### config.mk
export PLATFORM = sky130hd
export DESIGN_NAME = wb_stage
export DESIGN_NICKNAME = d
export VERILOG_FILES = /design/src/rtl/wb_stage.sv
export SDC_FILE = /design/constraint.sdc
export NUM_CORES = 1
export LEC_CHECK = 0
export ABC_CLOCK_PERIOD_IN_PS = 4200
export CORE_ASPECT_RATIO = 0.6
export CORE_MARGIN = 5
export CORE_UTILIZATION = 39
export DETAILED_ROUTE_END_ITERATION = 16
export PLACE_DENSITY = 0.77
export SKIP_CTS_REPAIR_TIMING = 1
export SKIP_LAST_GASP = 1
export SLEW_MARGIN = 30
export SYNTH_ARGS = -nofsm -noshare
export SYNTH_HDL_FRONTEND = slang
export SYNTH_SLANG_ARGS = --single-unit
### constraint.sdc
create_clock -name clk_i -period 4.2 [get_ports clk_i]
set_input_delay 0.63 -clock clk_i [delete_from_list [all_inputs] [get_ports clk_i]]
set_output_delay 0.63 -clock clk_i [all_outputs]
set_load 0.03 [all_outputs]
### src/rtl/wb_stage.sv
// Writeback stage: one-entry pipeline register between the memory stage and the
// register file, with load alignment/extension, forwarding tap and retire counter.
module wb_stage #(
    parameter int XLEN = 32
) (
    input  logic            clk_i,
    input  logic            rst_i,
    input  logic            ms_valid_i,
    output logic            ms_ready_o,
    input  logic [XLEN-1:0] ms_pc_i,
    input  logic [4:0]      ms_rd_i,
    input  logic            ms_rf_we_i,
    input  logic            ms_is_load_i,
    input  logic [2:0]      ms_load_op_i,
    input  logic [XLEN-1:0] ms_alu_res_i,
    input  logic [XLEN-1:0] ms_mem_rdata_i,
    input  logic            commit_stall_i,
    output logic [4:0]      reg_dst_o,
    output logic            reg_wen_o,
    output logic [XLEN-1:0] reg_wdata_o,
    output logic            fwd_valid_o,
    output logic [4:0]      fwd_rd_o,
    output logic [XLEN-1:0] fwd_data_o,
    output logic            retire_o,
    output logic [XLEN-1:0] retire_pc_o,
    output logic [63:0]     instret_o,
    output logic            load_err_o
);

    logic            r_valid;
    logic [XLEN-1:0] r_pc;
    logic [4:0]      r_rd;
    logic            r_we;
    logic [XLEN-1:0] r_data;
    logic            r_err;
    logic [63:0]     r_instret;

    logic            w_fire;
    logic            w_capture;
    logic            w_writes_rd;
    logic [7:0]      w_byte;
    logic [15:0]     w_half;
    logic [XLEN-1:0] w_load_data;
    logic            w_load_err;
    logic [XLEN-1:0] w_cap_data;
    logic            w_cap_err;

    assign w_fire      = r_valid & ~commit_stall_i;
    assign ms_ready_o  = ~r_valid | ~commit_stall_i;
    assign w_capture   = ms_valid_i & ms_ready_o;
    assign w_writes_rd = r_we & (r_rd != 5'd0);

    // Load alignment and extension, evaluated on the offered instruction at capture time
    always_comb begin
        w_byte      = 8'd0;
        w_half      = 16'd0;
        w_load_data = {XLEN{1'b0}};
        w_load_err  = 1'b0;
        case (ms_alu_res_i[1:0])
            2'd0:    w_byte = ms_mem_rdata_i[7:0];
            2'd1:    w_byte = ms_mem_rdata_i[15:8];
            2'd2:    w_byte = ms_mem_rdata_i[23:16];
            2'd3:    w_byte = ms_mem_rdata_i[31:24];
            default: w_byte = 8'd0;
        endcase
        if (ms_alu_res_i[1]) begin
            w_half = ms_mem_rdata_i[31:16];
        end else begin
            w_half = ms_mem_rdata_i[15:0];
        end
        case (ms_load_op_i)
            3'd0:    w_load_data = {{24{w_byte[7]}}, w_byte};
            3'd1:    w_load_data = {{16{w_half[15]}}, w_half};
            3'd2:    w_load_data = ms_mem_rdata_i;
            3'd4:    w_load_data = {24'd0, w_byte};
            3'd5:    w_load_data = {16'd0, w_half};
            default: begin
                w_load_data = {XLEN{1'b0}};
                w_load_err  = 1'b1;
            end
        endcase
        if (ms_is_load_i) begin
            w_cap_data = w_load_data;
            w_cap_err  = w_load_err;
        end else begin
            w_cap_data = ms_alu_res_i;
            w_cap_err  = 1'b0;
        end
    end

    // Pipeline entry: capture wins over fire so accept-while-retiring leaves no bubble
    always_ff @(posedge clk_i or posedge rst_i) begin
        if (rst_i) begin
            r_valid <= 1'b0;
            r_pc    <= {XLEN{1'b0}};
            r_rd    <= 5'd0;
            r_we    <= 1'b0;
            r_data  <= {XLEN{1'b0}};
            r_err   <= 1'b0;
        end else if (w_capture) begin
            r_valid <= 1'b1;
            r_pc    <= ms_pc_i;
            r_rd    <= ms_rd_i;
            r_we    <= ms_rf_we_i;
            r_data  <= w_cap_data;
            r_err   <= w_cap_err;
        end else if (w_fire) begin
            r_valid <= 1'b0;
        end
    end

    // Retired-instruction counter, wraps naturally at 2^64
    always_ff @(posedge clk_i or posedge rst_i) begin
        if (rst_i) begin
            r_instret <= 64'd0;
        end else if (w_fire) begin
            r_instret <= r_instret + 64'd1;
        end
    end

    assign reg_wen_o   = w_fire & w_writes_rd;
    assign reg_dst_o   = r_rd;
    assign reg_wdata_o = r_data;
    assign fwd_valid_o = r_valid & w_writes_rd;
    assign fwd_rd_o    = r_rd;
    assign fwd_data_o  = r_data;
    assign retire_o    = w_fire;
    assign retire_pc_o = r_pc;
    assign instret_o   = r_instret;
    assign load_err_o  = r_valid & r_err;

endmodule

After elaboration in Yosys (flattened, before gate mapping):

Cells that the tools add are included.

* register bits: 136
* input bits: 110
* output and inout bits: 175
* word-level logic and storage cells: 37

* add/sub/neg operators: 1
* eq/ne operators: 7
* mux-type cells: 8
* bitwise operators: 9
* reductions and logical operators: 5

Operator list (count)
* $pmux 32 s5: 1
* $add 64x1->64 const B: 1
* $mux 32: 1
* $pmux 8 s4: 1
* $mux 16: 1
* $and 1x1->1: 6
* $eq 3x3->1 const B: 2
* $reduce_bool 5->1: 1
* $reduce_or 5->1: 1
* $eq 2x2->1 const B: 2
* $mux 1: 4
* $eq 3x1->1 const B: 1
* $eq 3x2->1 const B: 1
* $logic_not 3->1: 1
* $eq 2x1->1 const B: 1
* $logic_not 2->1: 1
* $not 1->1: 2
* $reduce_bool 2->1: 1
* $or 1x1->1: 1

Logic depth before layout (Yosys ltp):

Gate-level depths: netlist of the first run.

* word-level depth: 4
* gate-level depth with buffers: 7

Least setup slack after synthesis of the first run:

No wires, ideal clock.

* kind: register to register
* start: register r_instret[36] (netlist: instret_o[36])
* end: register r_instret[59] (netlist: instret_o[59])
* arrival: 2.195 ns
* data required time: 4.119 ns
* setup slack: 1.924 ns
* cell stages (with the launch flop): 7
* period minus slack after synthesis: 2.276 ns
* cells stage by stage: dfrtp_1 > nand4_2 > or4_1 > or3_1 > buf_6 > nor4b_2 > xor2_1

* longest elaborated chain between the ends: 1

RTL lines
* from (decl): RTL line 36 `logic [63:0] r_instret;`
* from (signal assigned): RTL line 117 `r_instret <= r_instret + 64'd1;`
* $add 64x1->64: RTL line 117

No other way between the ends.
A chain may end at the register's enable or synchronous reset.

Worst setup path in the final report of the first run:

* start: register r_rd[0] (netlist: fwd_rd_o[0])
* end: output reg_wen_o

* longest elaborated chain between the ends: 3

RTL lines
* from (decl): RTL line 32 `logic [4:0] r_rd;`
* from (signal assigned): RTL line 103 `r_rd <= ms_rd_i;`
* $reduce_bool 5->1: RTL line 51 `assign w_writes_rd = r_we & (r_rd != 5'd0);`
* $and 1x1->1: RTL line 51
* $and 1x1->1: RTL line 121 `assign reg_wen_o = w_fire & w_writes_rd;`
* to (decl): RTL line 19 `output logic reg_wen_o,`

No other way between the ends.

==> results.ini, run 1 <==
[clocking]
cts_tree = done
cts_buffers = 17
cts_max_level = 4
cts-root-buf = clkbuf_16
clockBufferDepth = 2
path_clk_slew_ns = 0.06
clk_latency_ns = 0.40
cts.sink_count = 136

[die]
fp.dieW_um = 180
dieArea_um2 = 20300
coreArea_um2 = 17100
die_h_um = 112
start_util_pct = 39.7
ioPinCount = 285
rows = 37

[detailed_routing]
detailedRoute.firstPassIterationCount = 8
drtAntennaViolNets = 0
routed-via-count = 5854
drc = 0
vias_per_cell = 5.11
routedWlPerCell_um = 18.8
drt_iter0_drc = 385
drt_wl_total_um = 21600

[grt]
overflow = 0
antenna_found_initial = 0
grt_first_pass_wirelength_um = 33400
grtUsageTotal_pct = 20.6
grt_max_degree = 60
grt_pass1_vias = 5698

[critical_path]
worst_path_max_delay_cell = clkdlybuf4s50_1
end_kind = primary output
critPathKind = flop to primary output
cp_cell_sequence = or3_1 -> o311a_1 -> nor2b_1 -> clkdlybuf4s50_1
critPathLaunchType = flop
critPathRequiredTime_ns = 3.57
cp_max_fo = 4
cp_slowest_stage_delay_ns = 0.59
arrival_ns = 2.33

[synth]
synth_area_leaders = dfrtp_1 50%, mux2_2 6.6%, xnor2_1 4.1%, buf_4 4.1%, xor2_1 4.0%
synth_nets = 770
synth.distinct_cells = 48
synth-async-reset-ratio_pct = 100
yosysWarnings = 0
synth_top_area_share_pct = 50.1
synth_ff_type = dfrtp_1
synth_seq_cells = 136
syn_area_um2 = 6800
synth-edff-count = 0
syn_inst = 659
syn_area_per_cell_um2 = 10.3
ys_seq_area_share_pct = 50.1
yosysTopAreaCell = dfrtp_1

[final_layout]
final_common_cell = clkdlybuf4s50_1
diodes = 0
utilization_pct = 60.2
final_nets = 1011
layout-drive-gt1-share_pct = 11.0
final_cells = 1146
area_delta_synth_final_pct = 51.7
most-common-layout-cells = 284 x clkdlybuf4s50_1, 136 x dfrtp_1, 66 x nand2_1, 50 x nor2_1, 40 x mux2_2

[placement]
port-buffer-count = 284
gp_congestion = 0.874
dp_hpwl_um = 16800
dp_cells = 1115

[timing]
fin_crit_ns = 2.96
max_freq_mhz = 338
slew_viol_final = 0
relSlewSlack_pct = 41.6
fin_setup_tns_ns = 0
finalHoldViolCount = 0
fin_crit_sh_pct = 70.4
rsz0062_at_grt = no
worstMarginPinSlew_ns = 0.873
setup_viol = 0
finClkSkew_ns = 0.0119
hold-worst-slack_ns = 0.471

[worst_hold_path]
hp-class = flop to flop

[run]
drv_cap = 0

[pwr]
peakVddDrop_uv = 310
power_mw = 4.46
p_leak_nw = 4.30
power_per_cell_area_nw_per_um2 = 433

[status]
status = complete, no violations

[cell families after synthesis]
logic type,share of synthesized area (%)
fa+ha+maj,0.184
simple gates,18.8
compound gates,7.86
buf+inv,6.83
xor+xnor,8.12
mux,8.14
flops,50.1
[Yosys cell counts, types with 4 or more instances]
master,number
a21oi_1,7
a31oi_1,26
a32oi_1,6
and2_1,21
and3_1,6
and4_1,6
buf_1,5
buf_4,37
clkbuf_1,25
dfrtp_1,136
inv_1,14
mux2_2,40
mux2i_1,8
nand2_1,66
nand2b_1,12
nand3_1,19
nand4_1,15
nor2_1,51
nor2b_1,4
nor3_1,11
nor4_1,5
nor4_2,9
o211ai_1,6
o21ai_0,33
xnor2_1,32
xor2_1,31
[final timing paths]
check                      slack [ns]                     endpoint                      start  depth (start not counted)
min in group asynchronous        0.70    instret_o[42]$_DFFE_PP0P_                      rst_i                          2
hold reg to reg                  0.47    instret_o[63]$_DFFE_PP0P_  instret_o[63]$_DFFE_PP0P_                          1
hold / removal                   0.47    instret_o[63]$_DFFE_PP0P_  instret_o[63]$_DFFE_PP0P_                          1
max in group asynchronous        2.76  retire_pc_o[18]$_DFFE_PP0P_                      rst_i                          3
setup reg to reg                 1.62    instret_o[43]$_DFFE_PP0P_  instret_o[20]$_DFFE_PP0P_                          5
setup / recovery                 1.24                    reg_wen_o    fwd_rd_o[0]$_DFFE_PP0P_                          4
[cell type report]
| cell class | instances | area, um2 |
|---|---|---|
| clock buffer | 18 | 429 |
| clock inverter | 13 | 240 |
| fill | 1455 | 6820 |
| inverter | 14 | 56.3 |
| multi-input combinational | 439 | 2960 |
| sequential | 136 | 3400 |
| tap | 234 | 293 |
| timing repair buffer | 292 | 2930 |
[per-stage QoR]
step                      cell area (um2)  worst slack (ns)
after floorplan                      6800              1.88
after global placement               9630              1.22
after detailed placement             9630              1.12
after CTS                           10300              1.21
after global routing                10300              1.18
final                               10300              1.24
[report_power, final]
group,internal (mW),total (mW),switching [mW]
sequential,1.44,1.57,0.130
combinational,0.529,1.18,0.651
clock,1.12,1.71,0.584
total,3.09,4.46,1.36
[layer usage]
metal / global-route usage [%] / wire, um / part of all wire, %
met1: 30.4 / 10400 / 48
met2: 31.2 / 9620 / 45
met3: 4.95 / 1380 / 6.4
met4: 3.78 / 161 / 0.75
met5: 0 / 0 / 0
[registers in the layout, indices dropped and copies added (netlist names)]
name,flops
fwd_rd_o,5
retire_pc_o,32
r_err,1
r_we,1
instret_o,64
fwd_data_o,32
r_valid,1
[worst max-delay path, delay by kind of cell (launching register included)]
kind / cells / cell delay [ns]
flip-flops: 1 / 0.43
AO/OA/AOI/OAI: 1 / 0.35
buffers and inverters: 1 / 0.59
AND/OR/NAND/NOR: 2 / 0.55
(Power assumes the default switching activity.)
==> inputs of run 2 (changes only) <==
ABC_CLOCK_PERIOD_IN_PS = 2400   (was 4200)
clock period = 2.4 ns   (was 4.2 ns; I/O delays follow)
==> results.ini, run 2 (synthesized netlist as in run 1, its figures left out) <==
[critical_path]
critPathLaunchType = flop  ; unchanged
cp_cell_sequence = or3_1 -> o311a_1 -> nor2b_1 -> dlymetal6s2s_1  ; was or3_1 -> o311a_1 -> nor2b_1 -> clkdlybuf4s50_1
cp_max_fo = 4  ; unchanged
critPathBufInv = 1  ; unchanged
worst_path_max_delay_cell = dfrtp_1  ; was clkdlybuf4s50_1
cp_top_family = simple AND/OR/NAND/NOR gates  ; was buffers and inverters
end_kind = primary output  ; unchanged
critPathRequiredTime_ns = 2.04  ; was 3.57 ns
cp_slowest_stage_delay_ns = 0.43  ; was 0.59 ns
critPathKind = flop to primary output  ; unchanged
arrival_ns = 1.89  ; was 2.33 ns

[detailed_routing]
drtAntennaViolNets = 0  ; unchanged
vias_per_cell = 5.08  ; was 5.11
drc = 0  ; unchanged
routed-via-count = 5972  ; was 5854
drt_wl_total_um = 22200  ; was 21600 um
routedWlPerCell_um = 18.9  ; was 18.8 um
detailedRoute.firstPassIterationCount = 5  ; was 8
drt_iter0_drc = 417  ; was 385

[final_layout]
layout-drive-gt1-share_pct = 13.9  ; was 11.0%
regArea_um2 = 3400  ; unchanged
multi_input_area_um2 = 2970  ; was 2960 um2
final_cells = 1175  ; was 1146
final_nets = 1039  ; was 1011
most-common-layout-cells = 281 x clkdlybuf4s50_1, 136 x dfrtp_1, 66 x nand2_1, 50 x nor2_1, 40 x mux2_2  ; was 284 x clkdlybuf4s50_1, 136 x dfrtp_1, 66 x nand2_1, 50 x nor2_1, 40 x mux2_2
area_delta_synth_final_pct = 54.4  ; was 51.7%
fillCellCount = 1430  ; was 1455
stdcell_area_um2 = 10500  ; was 10300 um2
diodes = 0  ; unchanged
final_common_cell = clkdlybuf4s50_1  ; unchanged
largest_reg_flops = 64  ; unchanged

[grt]
grt_pass1_vias = 6027  ; was 5698
antenna_found_initial = 0  ; unchanged
grtUsageTotal_pct = 21.5  ; was 20.6%
overflow = 0  ; unchanged
grt_max_degree = 75  ; was 60
grt_first_pass_wirelength_um = 34900  ; was 33400 um

[pwr]
power_per_cell_area_nw_per_um2 = 706  ; was 433 nW/um2
swShare_pct = 33.0  ; was 30.6%
p_switching_mw = 2.44  ; was 1.36 mW
power_frac_seq_pct = 37.0  ; was 35.2%
p_int_mw = 4.96  ; was 3.09 mW
clkPwrFrac_pct = 34.6  ; was 38.3%
peakVddDrop_uv = 517  ; was 310 uV
p_leak_nw = 4.44  ; was 4.30 nW
p_comb_share_pct = 28.4  ; was 26.5%

[die]
coreArea_um2 = 17100  ; unchanged
die_h_um = 112  ; unchanged
ioPinCount = 285  ; unchanged
dieArea_um2 = 20300  ; unchanged
rows = 37  ; unchanged
fp.dieW_um = 180  ; unchanged
start_util_pct = 39.7  ; unchanged

[timing]
finalHoldViolCount = 0  ; unchanged
relSlewSlack_pct = 36.9  ; was 41.6%
slew_viol_final = 0  ; unchanged
finClkSkew_ns = 0.0148  ; was 0.0119 ns
fin_crit_ns = 2.25
setup_viol = 0  ; unchanged
worstMarginPinSlew_ns = 0.946  ; was 0.873 ns
rsz0062_at_grt = no  ; unchanged
fin_crit_sh_pct = 93.8
max_freq_mhz = 444

[placement]
dp_cells = 1143  ; was 1115
gp_congestion = 0.862  ; was 0.874
dp_hpwl_um = 17500  ; was 16800 um
dpl_cell_area_um2 = 9890  ; was 9630 um2
port-buffer-count = 284  ; unchanged

[clocking]
cts_tree = done  ; unchanged
clk_latency_ns = 0.40  ; about the same
path_clk_slew_ns = 0.07  ; was 0.06 ns
cts_buffers = 17  ; unchanged
cts-root-buf = clkbuf_16  ; unchanged
clockBufferDepth = 2  ; unchanged
cts.sink_count = 136  ; unchanged
cts_max_level = 4  ; unchanged

[run]
drv_cap = 0  ; unchanged

[worst_hold_path]
hp-class = input port to async pin  ; was flop to flop

[status]
status = complete, no violations  ; unchanged

==> run 2: final timing paths <==
path	startpoint	end	slack (ns)	depth (start not counted)
worst max-delay path	fwd_rd_o[1]$_DFFE_PP0P_	reg_wen_o	0.15	4
worst min-delay path	rst_i	fwd_data_o[15]$_DFFE_PP0P_	0.42	3
worst max register to register	instret_o[42]$_DFFE_PP0P_	instret_o[63]$_DFFE_PP0P_	0.17	5
worst min register to register	instret_o[34]$_DFFE_PP0P_	instret_o[34]$_DFFE_PP0P_	0.49	1
max in group asynchronous	rst_i	instret_o[30]$_DFFE_PP0P_	1.62	3
min in group clk_i	instret_o[34]$_DFFE_PP0P_	instret_o[34]$_DFFE_PP0P_	0.49	1
==> run 2: power by group through the flow <==
stage / logic [mW] / registers (mW) / clock network, mW
after floorplan: 0.778 / 3.17 / 0
after global placement: 2.10 / 2.78 / 0
after detailed placement: 2.12 / 2.79 / 0
after CTS: 2.12 / 2.75 / 2.62
after global routing: 2.22 / 2.78 / 2.74
final: 2.10 / 2.74 / 2.56
==> run 2: layout make-up <==
| cell class | count | area share [%] |
|---|---|---|
| timing repair buffer | 320 | 30.4 |
| clock inverter | 13 | 1.30 |
| clock buffer | 19 | 4.22 |
| multi-input combinational | 439 | 28.3 |
| sequential | 136 | 32.4 |
| tap | 234 | 2.79 |
| inverter | 14 | 0.536 |
==> run 2: worst min-delay path, delay by kind of cell <==
family,cells,cell delay (ns)
buf+inv,3,0.86
==> run 2: per-layer routing <==
| layer | routed length, um | track usage, % | vias up | share of wire (%) |
|---|---|---|---|---|
| met5 | 0 | 0 | - | 0 |
| met4 | 117 | 3.07 | 0 | 0.53 |
| met3 | 1450 | 5.63 | 6 | 6.5 |
| met2 | 10000 | 33.1 | 217 | 45 |
| met1 | 10600 | 31.4 | 2948 | 48 |
| li1 | - | - | 2801 | - |
==> run 2: through the flow <==
step           TNS, ns  worst slack [ns]  power [mW]  utilization [%]  hold WS, ns
2_1_floorplan        0             0.124        3.95                -        0.468
3_3_place_gp     -3.89            -0.173        4.87             57.7        0.459
3_5_place_dp     -5.82            -0.289        4.91             57.8        0.486
4_1_cts         -0.399            -0.256        7.49             61.1        0.430
5_1_grt              0            0.0193        7.73             61.3        0.435
6_report             0             0.149        7.41             61.3        0.418
